===== config.mk =====
export PLATFORM = sky130hd
export DESIGN_NAME = ram_arbiter_flat
export DESIGN_NICKNAME = d
export VERILOG_FILES = /design/src/rtl/ram_arb_pkg.sv /design/src/rtl/ram_arbiter_if.sv /design/src/rtl/ram_arbiter_rr_arb2.sv /design/src/rtl/ram_arbiter.sv /design/src/flat_wrapper.sv
export SDC_FILE = /design/constraint.sdc
export NUM_CORES = 1
export LEC_CHECK = 0
export CAP_MARGIN = 15
export CELL_PAD_IN_SITES_DETAIL_PLACEMENT = 0
export CELL_PAD_IN_SITES_GLOBAL_PLACEMENT = 1
export CORE_ASPECT_RATIO = 0.9
export CORE_MARGIN = 2
export CORE_UTILIZATION = 31
export CTS_CLUSTER_DIAMETER = 200
export CTS_CLUSTER_SIZE = 20
export DETAILED_ROUTE_END_ITERATION = 7
export GPL_ROUTABILITY_DRIVEN = 0
export GPL_TIMING_DRIVEN = 1
export PLACE_DENSITY = 0.95
export SETUP_SLACK_MARGIN = 0.2
export SYNTH_ARGS = -nofsm -noshare
export SYNTH_HDL_FRONTEND = slang
export SYNTH_SLANG_ARGS = --single-unit

===== constraint.sdc =====
create_clock -name clk -period 3.3 [get_ports clk]
set_input_delay 0.99 -clock clk [delete_from_list [all_inputs] [get_ports clk]]
set_output_delay 0.99 -clock clk [all_outputs]
set_load 0.02 [all_outputs]

===== src/rtl/ram_arb_pkg.sv =====
// ram_arb_pkg: shared constants for the two-requester RAM arbiter.
// Holds the default bus widths and the arbiter FSM state encoding.
package ram_arb_pkg;

  localparam int DATA_W_DEF = 8;
  localparam int ADDR_W_DEF = 8;

  localparam logic [1:0] ST_IDLE    = 2'd0;
  localparam logic [1:0] ST_ISSUE   = 2'd1;
  localparam logic [1:0] ST_CAPTURE = 2'd2;
  localparam logic [1:0] ST_DONE    = 2'd3;

endpackage


===== src/rtl/ram_arbiter_if.sv =====
// ram_arbiter_if: bundles the requester handshake and the RAM port of the
// arbiter.
//   requester side : req0/1, we0/1, addr0/1, wdata0/1 in; done0/1, rdata, busy out
//   RAM side       : ram_rd, ram_wr, ram_addr, ram_d_in out; ram_d_out in
// modport slave is the arbiter view, modport master is the environment view.
interface ram_arbiter_if
  import ram_arb_pkg::*;
#(
  parameter int DATA_W = DATA_W_DEF,
  parameter int ADDR_W = ADDR_W_DEF
);

  logic              req0;
  logic              req1;
  logic              we0;
  logic              we1;
  logic [ADDR_W-1:0] addr0;
  logic [ADDR_W-1:0] addr1;
  logic [DATA_W-1:0] wdata0;
  logic [DATA_W-1:0] wdata1;
  logic              done0;
  logic              done1;
  logic [DATA_W-1:0] rdata;
  logic              busy;
  logic              ram_rd;
  logic              ram_wr;
  logic [ADDR_W-1:0] ram_addr;
  logic [DATA_W-1:0] ram_d_in;
  logic [DATA_W-1:0] ram_d_out;

  modport slave (
    input  req0, req1, we0, we1, addr0, addr1, wdata0, wdata1, ram_d_out,
    output done0, done1, rdata, busy, ram_rd, ram_wr, ram_addr, ram_d_in
  );

  modport master (
    output req0, req1, we0, we1, addr0, addr1, wdata0, wdata1, ram_d_out,
    input  done0, done1, rdata, busy, ram_rd, ram_wr, ram_addr, ram_d_in
  );

endinterface


===== src/rtl/ram_arbiter_rr_arb2.sv =====
// rr_arb2: combinational two-way round-robin pick.
//   req0_i, req1_i   : requests
//   last_winner_i    : requester granted most recently
//   gnt_valid_o      : at least one request present
//   gnt_o            : index of the granted requester
module rr_arb2 (
  input  logic req0_i,
  input  logic req1_i,
  input  logic last_winner_i,
  output logic gnt_valid_o,
  output logic gnt_o
);

  assign gnt_valid_o = req0_i | req1_i;
  // Under contention the requester that did not win last time goes next;
  // otherwise the lone requester wins (req1_i alone selects index 1).
  assign gnt_o = (req0_i & req1_i) ? ~last_winner_i : req1_i;

endmodule


===== src/rtl/ram_arbiter.sv =====
// ram_arbiter: serialises single-word accesses from two requesters onto one
// synchronous RAM port with round-robin arbitration.
//   clk   : clock, all state on rising edge
//   rst_n : asynchronous active-low reset
//   bus   : ram_arbiter_if.slave (requester handshake + RAM port)
// All outputs are registered.
//
// state      | meaning
// -----------+-------------------------------------------------
// ST_IDLE    | waiting for a request; arbitrates and latches cmd
// ST_ISSUE   | one-cycle ram_rd or ram_wr strobe
// ST_CAPTURE | read only: load ram_d_out into rdata
// ST_DONE    | done pulse to the winner; record last winner
module ram_arbiter
  import ram_arb_pkg::*;
#(
  parameter int DATA_W = DATA_W_DEF,
  parameter int ADDR_W = ADDR_W_DEF
) (
  input  logic          clk,
  input  logic          rst_n,
  ram_arbiter_if.slave  bus
);

  logic [1:0]        state_q, state_d;
  logic              last_winner_q, last_winner_d;
  logic              winner_q, winner_d;
  logic              cmd_we_q, cmd_we_d;
  logic [ADDR_W-1:0] cmd_addr_q, cmd_addr_d;
  logic [DATA_W-1:0] cmd_wdata_q, cmd_wdata_d;
  logic              done0_q, done0_d;
  logic              done1_q, done1_d;
  logic [DATA_W-1:0] rdata_q, rdata_d;
  logic              busy_q, busy_d;
  logic              ram_rd_q, ram_rd_d;
  logic              ram_wr_q, ram_wr_d;
  logic [ADDR_W-1:0] ram_addr_q, ram_addr_d;
  logic [DATA_W-1:0] ram_d_in_q, ram_d_in_d;

  logic gnt_valid;
  logic gnt;

  rr_arb2 u_rr_arb2 (
    .req0_i        (bus.req0),
    .req1_i        (bus.req1),
    .last_winner_i (last_winner_q),
    .gnt_valid_o   (gnt_valid),
    .gnt_o         (gnt)
  );

  always_comb begin
    state_d       = state_q;
    last_winner_d = last_winner_q;
    winner_d      = winner_q;
    cmd_we_d      = cmd_we_q;
    cmd_addr_d    = cmd_addr_q;
    cmd_wdata_d   = cmd_wdata_q;
    rdata_d       = rdata_q;
    done0_d       = 1'b0;
    done1_d       = 1'b0;
    ram_rd_d      = 1'b0;
    ram_wr_d      = 1'b0;
    // RAM address/data simply follow the command registers between grants.
    ram_addr_d    = cmd_addr_q;
    ram_d_in_d    = cmd_wdata_q;

    case (state_q)
      ST_IDLE: begin
        if (gnt_valid) begin
          winner_d    = gnt;
          cmd_we_d    = gnt ? bus.we1    : bus.we0;
          cmd_addr_d  = gnt ? bus.addr1  : bus.addr0;
          cmd_wdata_d = gnt ? bus.wdata1 : bus.wdata0;
          // Strobe is registered together with the state change so it is
          // visible for exactly the ISSUE cycle.
          ram_wr_d    = cmd_we_d;
          ram_rd_d    = ~cmd_we_d;
          ram_addr_d  = cmd_addr_d;
          ram_d_in_d  = cmd_wdata_d;
          state_d     = ST_ISSUE;
        end
      end
      ST_ISSUE: begin
        if (cmd_we_q) begin
          done0_d = ~winner_q;
          done1_d = winner_q;
          state_d = ST_DONE;
        end else begin
          state_d = ST_CAPTURE;
        end
      end
      ST_CAPTURE: begin
        rdata_d = bus.ram_d_out;
        done0_d = ~winner_q;
        done1_d = winner_q;
        state_d = ST_DONE;
      end
      ST_DONE: begin
        last_winner_d = winner_q;
        state_d       = ST_IDLE;
      end
      default: state_d = ST_IDLE;
    endcase

    busy_d = (state_d != ST_IDLE);
  end

  always_ff @(posedge clk or negedge rst_n) begin
    if (!rst_n) begin
      state_q       <= ST_IDLE;
      last_winner_q <= 1'b1;
      winner_q      <= 1'b0;
      cmd_we_q      <= 1'b0;
      cmd_addr_q    <= '0;
      cmd_wdata_q   <= '0;
      done0_q       <= 1'b0;
      done1_q       <= 1'b0;
      rdata_q       <= '0;
      busy_q        <= 1'b0;
      ram_rd_q      <= 1'b0;
      ram_wr_q      <= 1'b0;
      ram_addr_q    <= '0;
      ram_d_in_q    <= '0;
    end else begin
      state_q       <= state_d;
      last_winner_q <= last_winner_d;
      winner_q      <= winner_d;
      cmd_we_q      <= cmd_we_d;
      cmd_addr_q    <= cmd_addr_d;
      cmd_wdata_q   <= cmd_wdata_d;
      done0_q       <= done0_d;
      done1_q       <= done1_d;
      rdata_q       <= rdata_d;
      busy_q        <= busy_d;
      ram_rd_q      <= ram_rd_d;
      ram_wr_q      <= ram_wr_d;
      ram_addr_q    <= ram_addr_d;
      ram_d_in_q    <= ram_d_in_d;
    end
  end

  assign bus.done0    = done0_q;
  assign bus.done1    = done1_q;
  assign bus.rdata    = rdata_q;
  assign bus.busy     = busy_q;
  assign bus.ram_rd   = ram_rd_q;
  assign bus.ram_wr   = ram_wr_q;
  assign bus.ram_addr = ram_addr_q;
  assign bus.ram_d_in = ram_d_in_q;

endmodule


===== src/flat_wrapper.sv =====
// flat-port wrapper written by rule: the top's interface ports become plain ports
module ram_arbiter_flat import ram_arb_pkg::*;
#(
  parameter int DATA_W = DATA_W_DEF,
  parameter int ADDR_W = ADDR_W_DEF
)
  (clk, rst_n, bus_req0, bus_req1, bus_we0, bus_we1, bus_addr0, bus_addr1, bus_wdata0, bus_wdata1, bus_ram_d_out, bus_done0, bus_done1, bus_rdata, bus_busy, bus_ram_rd, bus_ram_wr, bus_ram_addr, bus_ram_d_in);
  ram_arbiter_if #(.DATA_W(DATA_W), .ADDR_W(ADDR_W)) bus_i ();
  input  logic clk;
  input  logic rst_n;
  input wire logic [$bits(bus_i.req0)-1:0] bus_req0;
  input wire logic [$bits(bus_i.req1)-1:0] bus_req1;
  input wire logic [$bits(bus_i.we0)-1:0] bus_we0;
  input wire logic [$bits(bus_i.we1)-1:0] bus_we1;
  input wire logic [$bits(bus_i.addr0)-1:0] bus_addr0;
  input wire logic [$bits(bus_i.addr1)-1:0] bus_addr1;
  input wire logic [$bits(bus_i.wdata0)-1:0] bus_wdata0;
  input wire logic [$bits(bus_i.wdata1)-1:0] bus_wdata1;
  input wire logic [$bits(bus_i.ram_d_out)-1:0] bus_ram_d_out;
  output wire logic [$bits(bus_i.done0)-1:0] bus_done0;
  output wire logic [$bits(bus_i.done1)-1:0] bus_done1;
  output wire logic [$bits(bus_i.rdata)-1:0] bus_rdata;
  output wire logic [$bits(bus_i.busy)-1:0] bus_busy;
  output wire logic [$bits(bus_i.ram_rd)-1:0] bus_ram_rd;
  output wire logic [$bits(bus_i.ram_wr)-1:0] bus_ram_wr;
  output wire logic [$bits(bus_i.ram_addr)-1:0] bus_ram_addr;
  output wire logic [$bits(bus_i.ram_d_in)-1:0] bus_ram_d_in;
  assign bus_i.req0 = bus_req0;
  assign bus_i.req1 = bus_req1;
  assign bus_i.we0 = bus_we0;
  assign bus_i.we1 = bus_we1;
  assign bus_i.addr0 = bus_addr0;
  assign bus_i.addr1 = bus_addr1;
  assign bus_i.wdata0 = bus_wdata0;
  assign bus_i.wdata1 = bus_wdata1;
  assign bus_i.ram_d_out = bus_ram_d_out;
  assign bus_done0 = bus_i.done0;
  assign bus_done1 = bus_i.done1;
  assign bus_rdata = bus_i.rdata;
  assign bus_busy = bus_i.busy;
  assign bus_ram_rd = bus_i.ram_rd;
  assign bus_ram_wr = bus_i.ram_wr;
  assign bus_ram_addr = bus_i.ram_addr;
  assign bus_ram_d_in = bus_i.ram_d_in;
  ram_arbiter #(.DATA_W(DATA_W), .ADDR_W(ADDR_W)) u_core (.clk(clk), .rst_n(rst_n), .bus(bus_i));
endmodule

== After elaboration in Yosys (flattened, before gate mapping) ==
Cells that the tools add are included.
Storage, ports and cells
  input port bits: 46
  memory bits (writable): 0
  register bits after elaboration: 34
  memories kept: 0
  bits in latches: 0
  ROM bits: 0
Operators by class
  equality and inequality tests: 3
  bitwise gates (word level): 5
  order comparisons: 0
  multipliers: 0
  reduce and logical (&&, ||, !) cells: 3
  mux-type cells: 15
  shift operators: 0
  add/subtract/negate cells: 0
  div/mod/pow operators: 0
Operators with widths (count)
  $mux W8: 2
  $mux W1: 9
  $pmux W2 S4: 1
  $eq A2 B2 Y1 const B: 2
  $pmux W1 S2: 2
  $not A1 Y1: 3
  $eq A2 B1 Y1 const B: 1
  $logic_not A2 Y1: 1
  $mux W2: 1
  $reduce_and A2 Y1: 1
  $reduce_bool A2 Y1: 1
  $and A1 B1 Y1: 1
  $or A1 B1 Y1: 1

== Depth between registers and ports, before layout ==
Gate-level depths: netlist (run 1).
  word-level depth: 6
  gate-level depth with buffers: 7
  gate-level depth less buffers: 5

== By module ==
A second synthesis (run 1) with hierarchy kept.
Second synthesis, totals
  cell total of the unflattened synthesis: 122
  area, all modules: 1567.8 um^2
By module, submodules not included
  ram_arbiter: instances 1, cells an instance 120, area each 1554.0 um^2
  rr_arb2: instances 1, cells an instance 2, area each 13.8 um^2

== Worst setup path before layout (run 1) ==
No wires, ideal clock.
  kind: input-to-reg
  start point: in bus_req1
  end point: reg u_core.cmd_addr_q[5]
  data required time: 3223 ps
  path slack: 1577 ps
  library setup time: 77 ps
  arrival: 1645 ps
  stages on the path: 4
  cell sequence: o21ai_2 > buf_2 > a21oi_1 > a21oi_1
Between the ends
  cells in the longest elaborated chain, start to end: 3
RTL lines
  start: declaration: RTL line flat_wrapper.sv:12  | input wire logic [$bits(bus_i.req1)-1:0] bus_req1;
  $and A1 B1 Y1: RTL line ram_arbiter_rr_arb2.sv:17  | assign gnt_o = (req0_i & req1_i) ? ~last_winner_i : req1_i;
  $mux W1: RTL line ram_arbiter_rr_arb2.sv:17
  $mux W8: RTL line ram_arbiter.sv:72  | cmd_addr_d = gnt ? bus.addr1 : bus.addr0;
  end signal: assignment: RTL line ram_arbiter.sv:129  | cmd_addr_q <= cmd_addr_d;
  end: declaration: RTL line ram_arbiter.sv:29  | logic [ADDR_W-1:0] cmd_addr_q, cmd_addr_d;
Parallel ways exist; a longest one is shown, timed or not.
A chain may end at the register's enable or synchronous reset.

== Final worst setup path (run 1) ==
  start point: in bus_req0
  end point: reg u_core.cmd_we_q
Between the ends
  cells in the longest elaborated chain, start to end: 3
RTL lines
  start: declaration: RTL line flat_wrapper.sv:11  | input wire logic [$bits(bus_i.req0)-1:0] bus_req0;
  $and A1 B1 Y1: RTL line ram_arbiter_rr_arb2.sv:17
  $mux W1: RTL line ram_arbiter_rr_arb2.sv:17
  $mux W1: RTL line ram_arbiter.sv:71  | cmd_we_d = gnt ? bus.we1 : bus.we0;
  end signal: assignment: RTL line ram_arbiter.sv:128  | cmd_we_q <= cmd_we_d;
  end: declaration: RTL line ram_arbiter.sv:28  | logic cmd_we_q, cmd_we_d;
Parallel ways exist; a longest one is shown, timed or not.

==> metrics.yaml, run 1 <==
netlist_area_um2: 1474
max_freq_mhz: 416.2
synth.area.top_cells: "dfrtp_1 56%, a21oi_1 12%, mux2_2 6.9%, nor2_1 4.8%, nand2_1 4.3%"
ys_ff_latch: 34
cts_hold_buf: 0
grt_pass1_vias: 1306
instances_no_fill: 276
maxCapViolCount: 0
fin_crit_sh: 0.7281
max_slew_margin: 0.4799
gr-total-overflow: 0
fill_cells: 428
crit_type: "input pin to register"
path_clk_slew_ns: 0.07
num_rows: 23
numCtsBuffers: 5
power.density_nw_per_um2: 920.7
areaGrowthSynthToFinish_pct: 58.06
clock_skew_ns: 0.009477
io_pins: 75
synth_top_area_share: 0.5603
antenna_found_initial: 0
dpl.hpwl_um: 2506
yosys_warnings: 0
die_x_um: 76.69
grt_max_degree: 35
rsz0062_at_grt: "no"
min_period_ns: 2.403
n_antenna_cell: 0
yosysTopAreaCell: "dfrtp_1"
final_cell_mix: "73 x clkdlybuf4s50_1, 35 x a21oi_1, 33 x dfrtp_1, 19 x nor2_1, 17 x nand2_1"
cts_tree: "yes"
yosys.cell_types.count: 22
synth_nets: 190
final-setup-viol-count: 0
drc_errors: 0
slew_violations: 0
finalHoldViolCount: 0
portBuffers: 74
min_delay_path_depth: 1
drt_wl_total_um: 3628
startpoint_type: "input pin"
reg2reg_to: "u_core.cmd_wdata_q[6]"
tightest_slew_ns: 0.7756
vias: 1267
yosysSeqAreaShare: 0.5781
die_area_um2: 5323
clock_latency_ns: 0.29
r2r_start: "u_core.state_q[0]"
drtAntennaViolNets: 0
worstSetupEndpointType: "register"
cp_slowest_cell: "clkdlybuf4s50_1"
r2r_setup_slack_ns: 1.51
synthCells: 139
mostFrequentLayoutCell: "clkdlybuf4s50_1"
drive_gt1_frac: 0.09813
fin_util: 0.5156
viasPerCell: 4.591
leakagePower_nw: 0.9864
cts-root-buf: "clkbuf_8"
min_to: "u_core.bus.done0"
slowest_delay_ns: 0.58
hold_class: "register to register"
cts_setup_buffers: 0
drtPass1Iterations: 4
clock_path_buffers: 2
required_ns: 3.44
fp.dieH_um: 69.42
multi_input_area_um2: 565.5
dp_cells: 268
start_util: 0.3262
gr-usage-all-layers: 0.1474
rr_worst_depth: 5
clkSinkCount: 34
ir_drop_mv: 0.4171
core_um2: 4518
final_nets: 264
synth.avg_cell_area_um2: 10.60
crit_arrival_ns: 2.55
fin_total_pwr_mw: 2.145
status: "finished, final reports clean"
wl_per_cell_um: 13.14
cts.htree.levels: 2
grt_pass1_wl_um: 6216
cts-resized-gates: 0
cp_cell_sequence: "clkdlybuf4s50_1 > a21bo_1 > mux2i_1 > a21oi_1"
regArea_um2: 852.1
drtIter0Drc: 51
hp-start: "u_core.winner_q"
crit_fanout: 17
tns_ns: 0
[layout make-up]
cell class / instances / area share
Clock buffer: 7 / 0.03706
Clock inverter: 1 / 0.002148
Inverter: 2 / 0.003222
Multi-Input combinational cell: 96 / 0.2428
Sequential cell: 34 / 0.3657
Tap cell: 62 / 0.03330
Timing Repair Buffer: 74 / 0.3158
[power breakdown]
part	switching [mW]	internal (mW)	total, mW
clock	0.149	0.168	0.317
sequential	0.113	0.625	0.738
combinational	0.550	0.540	1.09
total	0.812	1.33	2.14
[state kept, by name, summed over array words and instances (netlist names)]
register	cells
u_core.bus.busy	1
u_core.bus.done0	1
u_core.bus.done1	1
u_core.bus.ram_rd	1
u_core.bus.ram_wr	1
u_core.bus.rdata	8
u_core.cmd_addr_q	8
u_core.cmd_wdata_q	8
u_core.cmd_we_q	1
u_core.last_winner_q	1
u_core.state_q	2
u_core.winner_q	1
[metal layers]
layer	GRT usage	vias to the layer above	share of wire
met2	0.2057	56	0.41
met4	0.06061	0	0.017
li1	-	614	-
met1	0.2027	590	0.48
met3	0.05859	7	0.095
met5	0	-	0
[worst max-delay path by stage]
stage | startpoint | end | slack, ns | depth (start not counted)
2_1_floorplan | bus_req1 | u_core.cmd_addr_q[5] | 1.58 | 4
3_3_place_gp | bus_req0 | u_core.cmd_we_q | 0.63 | 4
3_5_place_dp | bus_req0 | u_core.cmd_we_q | 0.57 | 4
4_1_cts | bus_req0 | u_core.cmd_we_q | 0.87 | 4
5_1_grt | bus_req0 | u_core.cmd_we_q | 0.75 | 4
6_report | bus_req0 | u_core.cmd_we_q | 0.90 | 4
[Yosys cell counts]
master     n
mux2_2     9
buf_2      3
or2_2      1
a21boi_2   1
nor3_1     1
o21ai_2    1
a22o_1     1
clkbuf_1   1
nor3b_1    1
nand2_1   17
a21oi_1   35
mux2i_1    2
nor2_1    19
dfstp_2    1
inv_1      2
dfrtp_1   33
a21bo_1    1
and2_1     1
buf_4      1
buf_6      2
ha_1       5
o21a_1     1
[stage by stage]
stage / cell area [µm²] / hold slack (ns) / setup slack [ns]
finish: 2330 / 0.5014 / 0.8971
global route: 2330 / 0.5200 / 0.7510
CTS: 2330 / 0.5094 / 0.8656
detailed placement: 2238 / 0.4940 / 0.5687
global placement: 2238 / 0.4905 / 0.6342
floorplan: 1474 / 0.4473 / 1.577
[cell families after synthesis]
kind of cell,share of synthesized area
muxes,0.08235
AOI/OAI and AO/OA,0.1503
DFF,0.5781
buffers and inverters,0.03820
adders and majority gates,0.04244
and+or+nand+nor,0.1087
[critical path: cells and delay by family]
family / cells / cell delay [ns]
AOI/OAI and AO/OA: 2 / 0.62
buffers and inverters: 1 / 0.58
muxes: 1 / 0.34
No activity file was read; power rests on OpenSTA's default activity.
==> run 2: changes to the inputs <==
- CORE_UTILIZATION: 31 -> 29
- PLACE_DENSITY: 0.95 -> 0.91
- clock period: 3.3 -> 2.4 ns (I/O delays scaled with it)
==> run 2 against run 1 <==
  * Worst hold slack worse by 0.0056 ns
  * Routed wire length is 3.8% higher
  * Total power grew 39%
  * Sequential cell count did not move
  * Sequential share of layout area decreased by 0.64 points
  * Via count fell by 0.95%
  * Utilization shrank 2.8 points
  * Critical endpoint is now bus_rdata[2]
  * Highest routed layer unchanged
==> metrics.yaml, run 2 (synthesized netlist as in run 1, its figures left out) <==
instances_no_fill: 284  # +2.9%
min_to: "u_core.bus.done0"
leakagePower_nw: 1.010  # +2.4%
dpl.hpwl_um: 2728  # +8.8%
cp_slowest_cell: "clkdlybuf4s50_1"
wl_met3_um: 333  # -3.8%
r2r_start: "u_core.state_q[0]"
reg2reg_to: "u_core.bus.rdata[2]"
n_antenna_cell: 0  # unchanged
drtPass1Iterations: 4  # unchanged
fin_crit_sh: 0.8206
clkSinkCount: 34  # unchanged
path_clk_slew_ns: 0.07  # about the same
drt_wl_total_um: 3766  # +3.8%
cts.htree.levels: 2  # unchanged
fp.dieH_um: 71.63  # +3.2%
p_switching_mw: 1.118  # +38%
io_pins: 75  # unchanged
gr-total-overflow: 0  # unchanged
portBuffers: 74  # unchanged
crit_type: "register to output port"
fin_util: 0.4874  # -0.02825
vias: 1255  # -0.95%
maxCapViolCount: 0  # unchanged
clock_latency_ns: 0.28  # about the same
hp-start: "u_core.winner_q"
tns_ns: 0  # unchanged
die_area_um2: 5669  # +6.5%
grt_pass1_wl_um: 5906  # -5.0%
drtAntennaViolNets: 0  # unchanged
drc_errors: 0  # unchanged
num_rows: 24  # +4.3%
areaGrowthSynthToFinish_pct: 60.87
hold_class: "register to register"
rsz0062_at_grt: "no"
status: "finished, final reports clean"
final-setup-viol-count: 0  # unchanged
grt_pass1_vias: 1183  # -9.4%
clock_path_buffers: 2  # unchanged
dp_cells: 276  # +3.0%
highest_layer: "met4"
cts-root-buf: "clkbuf_8"
final_cell_mix: "73 x clkdlybuf4s50_1, 35 x a21oi_1, 33 x dfrtp_1, 19 x nor2_1, 17 x nand2_1"
ir_drop_mv: 0.6566  # +57%
numCtsBuffers: 5  # unchanged
min_period_ns: 1.970
slowest_delay_ns: 0.62  # +0.04 ns
seqPwrFrac: 0.340  # -0.004
m1WireLength_um: 1716  # -1.6%
critPathTopFamily: "buffers and inverters"
start_util: 0.3030  # -0.02324
mostFrequentLayoutCell: "clkdlybuf4s50_1"
max_slew_margin: 0.4907  # +0.01082
finalHoldViolCount: 0  # unchanged
slew_violations: 0  # unchanged
worstSetupEndpointType: "output port"
startpoint_type: "register"
whs_ns: 0.4958  # -0.005592 ns
rr_worst_depth: 3  # -2
tightest_slew_ns: 0.7639  # -0.01169 ns
crit_fanout: 2  # -15
final_nets: 269  # +1.9%
gr-usage-all-layers: 0.1364  # -0.01099
wl_per_cell_um: 13.26  # +0.88%
cp_cell_sequence: "clkdlybuf4s50_1"
max_freq_mhz: 507.7
switching_share: 0.3756  # -0.002816
clock_power_share: 0.146  # -0.002
drtIter0Drc: 51  # unchanged
core_um2: 4865  # +7.7%
r2r_setup_slack_ns: 0.94  # -0.57 ns
viasPerCell: 4.419  # -3.7%
antenna_found_initial: 0  # unchanged
path_buf_inv: 1  # unchanged
die_x_um: 79.15  # +3.2%
p_int_mw: 1.859  # +39%
met2_length_um: 1704  # +16%
power.density_nw_per_um2: 1256  # +36%
combinationalPowerShare: 0.514  # +0.006
grt_max_degree: 35  # unchanged
drive_gt1_frac: 0.1187  # +0.02059
cts_setup_buffers: 0  # unchanged
crit_arrival_ns: 1.25  # -1.30 ns
clock_skew_ns: 0.005520  # -0.003957 ns
cts-resized-gates: 0  # unchanged
required_ns: 1.68  # -1.76 ns
cts_hold_buf: 0  # unchanged
min_delay_path_depth: 1  # unchanged
cts_tree: "yes"
run 2: cell count changes in the layout (fill, tap and decap cells not counted), sizes merged:
cell	delta
buf	+5
run 2: layer usage:
| metal | global-route usage | vias to the layer above |
|---|---|---|
| li1 | - | 622 |
| met1 | 0.1862 | 579 |
| met2 | 0.2015 | 52 |
| met3 | 0.06171 | 2 |
| met4 | 0.02874 | 0 |
| met5 | 0 | - |
run 2: worst max-delay path by stage:
stage                         from              endpoint  slack [ns]  cells past startpoint
4_1_cts        u_core.bus.rdata[5]          bus_rdata[5]        0.41                      1
5_1_grt        u_core.bus.rdata[6]          bus_rdata[6]        0.37                      1
3_5_place_dp              bus_req0     u_core.bus.ram_rd        0.34                      4
2_1_floorplan             bus_req1  u_core.cmd_addr_q[5]        0.95                      4
6_report       u_core.bus.rdata[2]          bus_rdata[2]        0.43                      1
3_3_place_gp              bus_req0     u_core.bus.ram_rd        0.37                      4
run 2: power by group through the flow:
stage | combinational, mW | sequential (mW) | clock, mW
finish | 1.53 | 1.01 | 0.434
global route | 1.66 | 1.05 | 0.479
CTS | 1.55 | 1.02 | 0.453
detailed placement | 1.55 | 1.02 | 0
global placement | 1.52 | 1.02 | 0
floorplan | 0.584 | 1.29 | 0
run 2: layout make-up:
type                            instances  area (µm²)
Multi-Input combinational cell         96       565.5
Timing Repair Buffer                   79       773.2
Tap cell                               65       81.33
Clock buffer                            7       86.33
Clock inverter                          1       5.005
Inverter                                2       7.507
Sequential cell                        34       852.1
Fill cell                             498        2494
run 2: per-stage QoR:
step	cell area (µm²)	total power, mW	setup slack [ns]
after floorplan	1474	1.876	0.9473
final	2371	2.977	0.4304
after global placement	2280	2.535	0.3695
after CTS	2371	3.024	0.4090
after global routing	2371	3.190	0.3695
after detailed placement	2280	2.574	0.3433
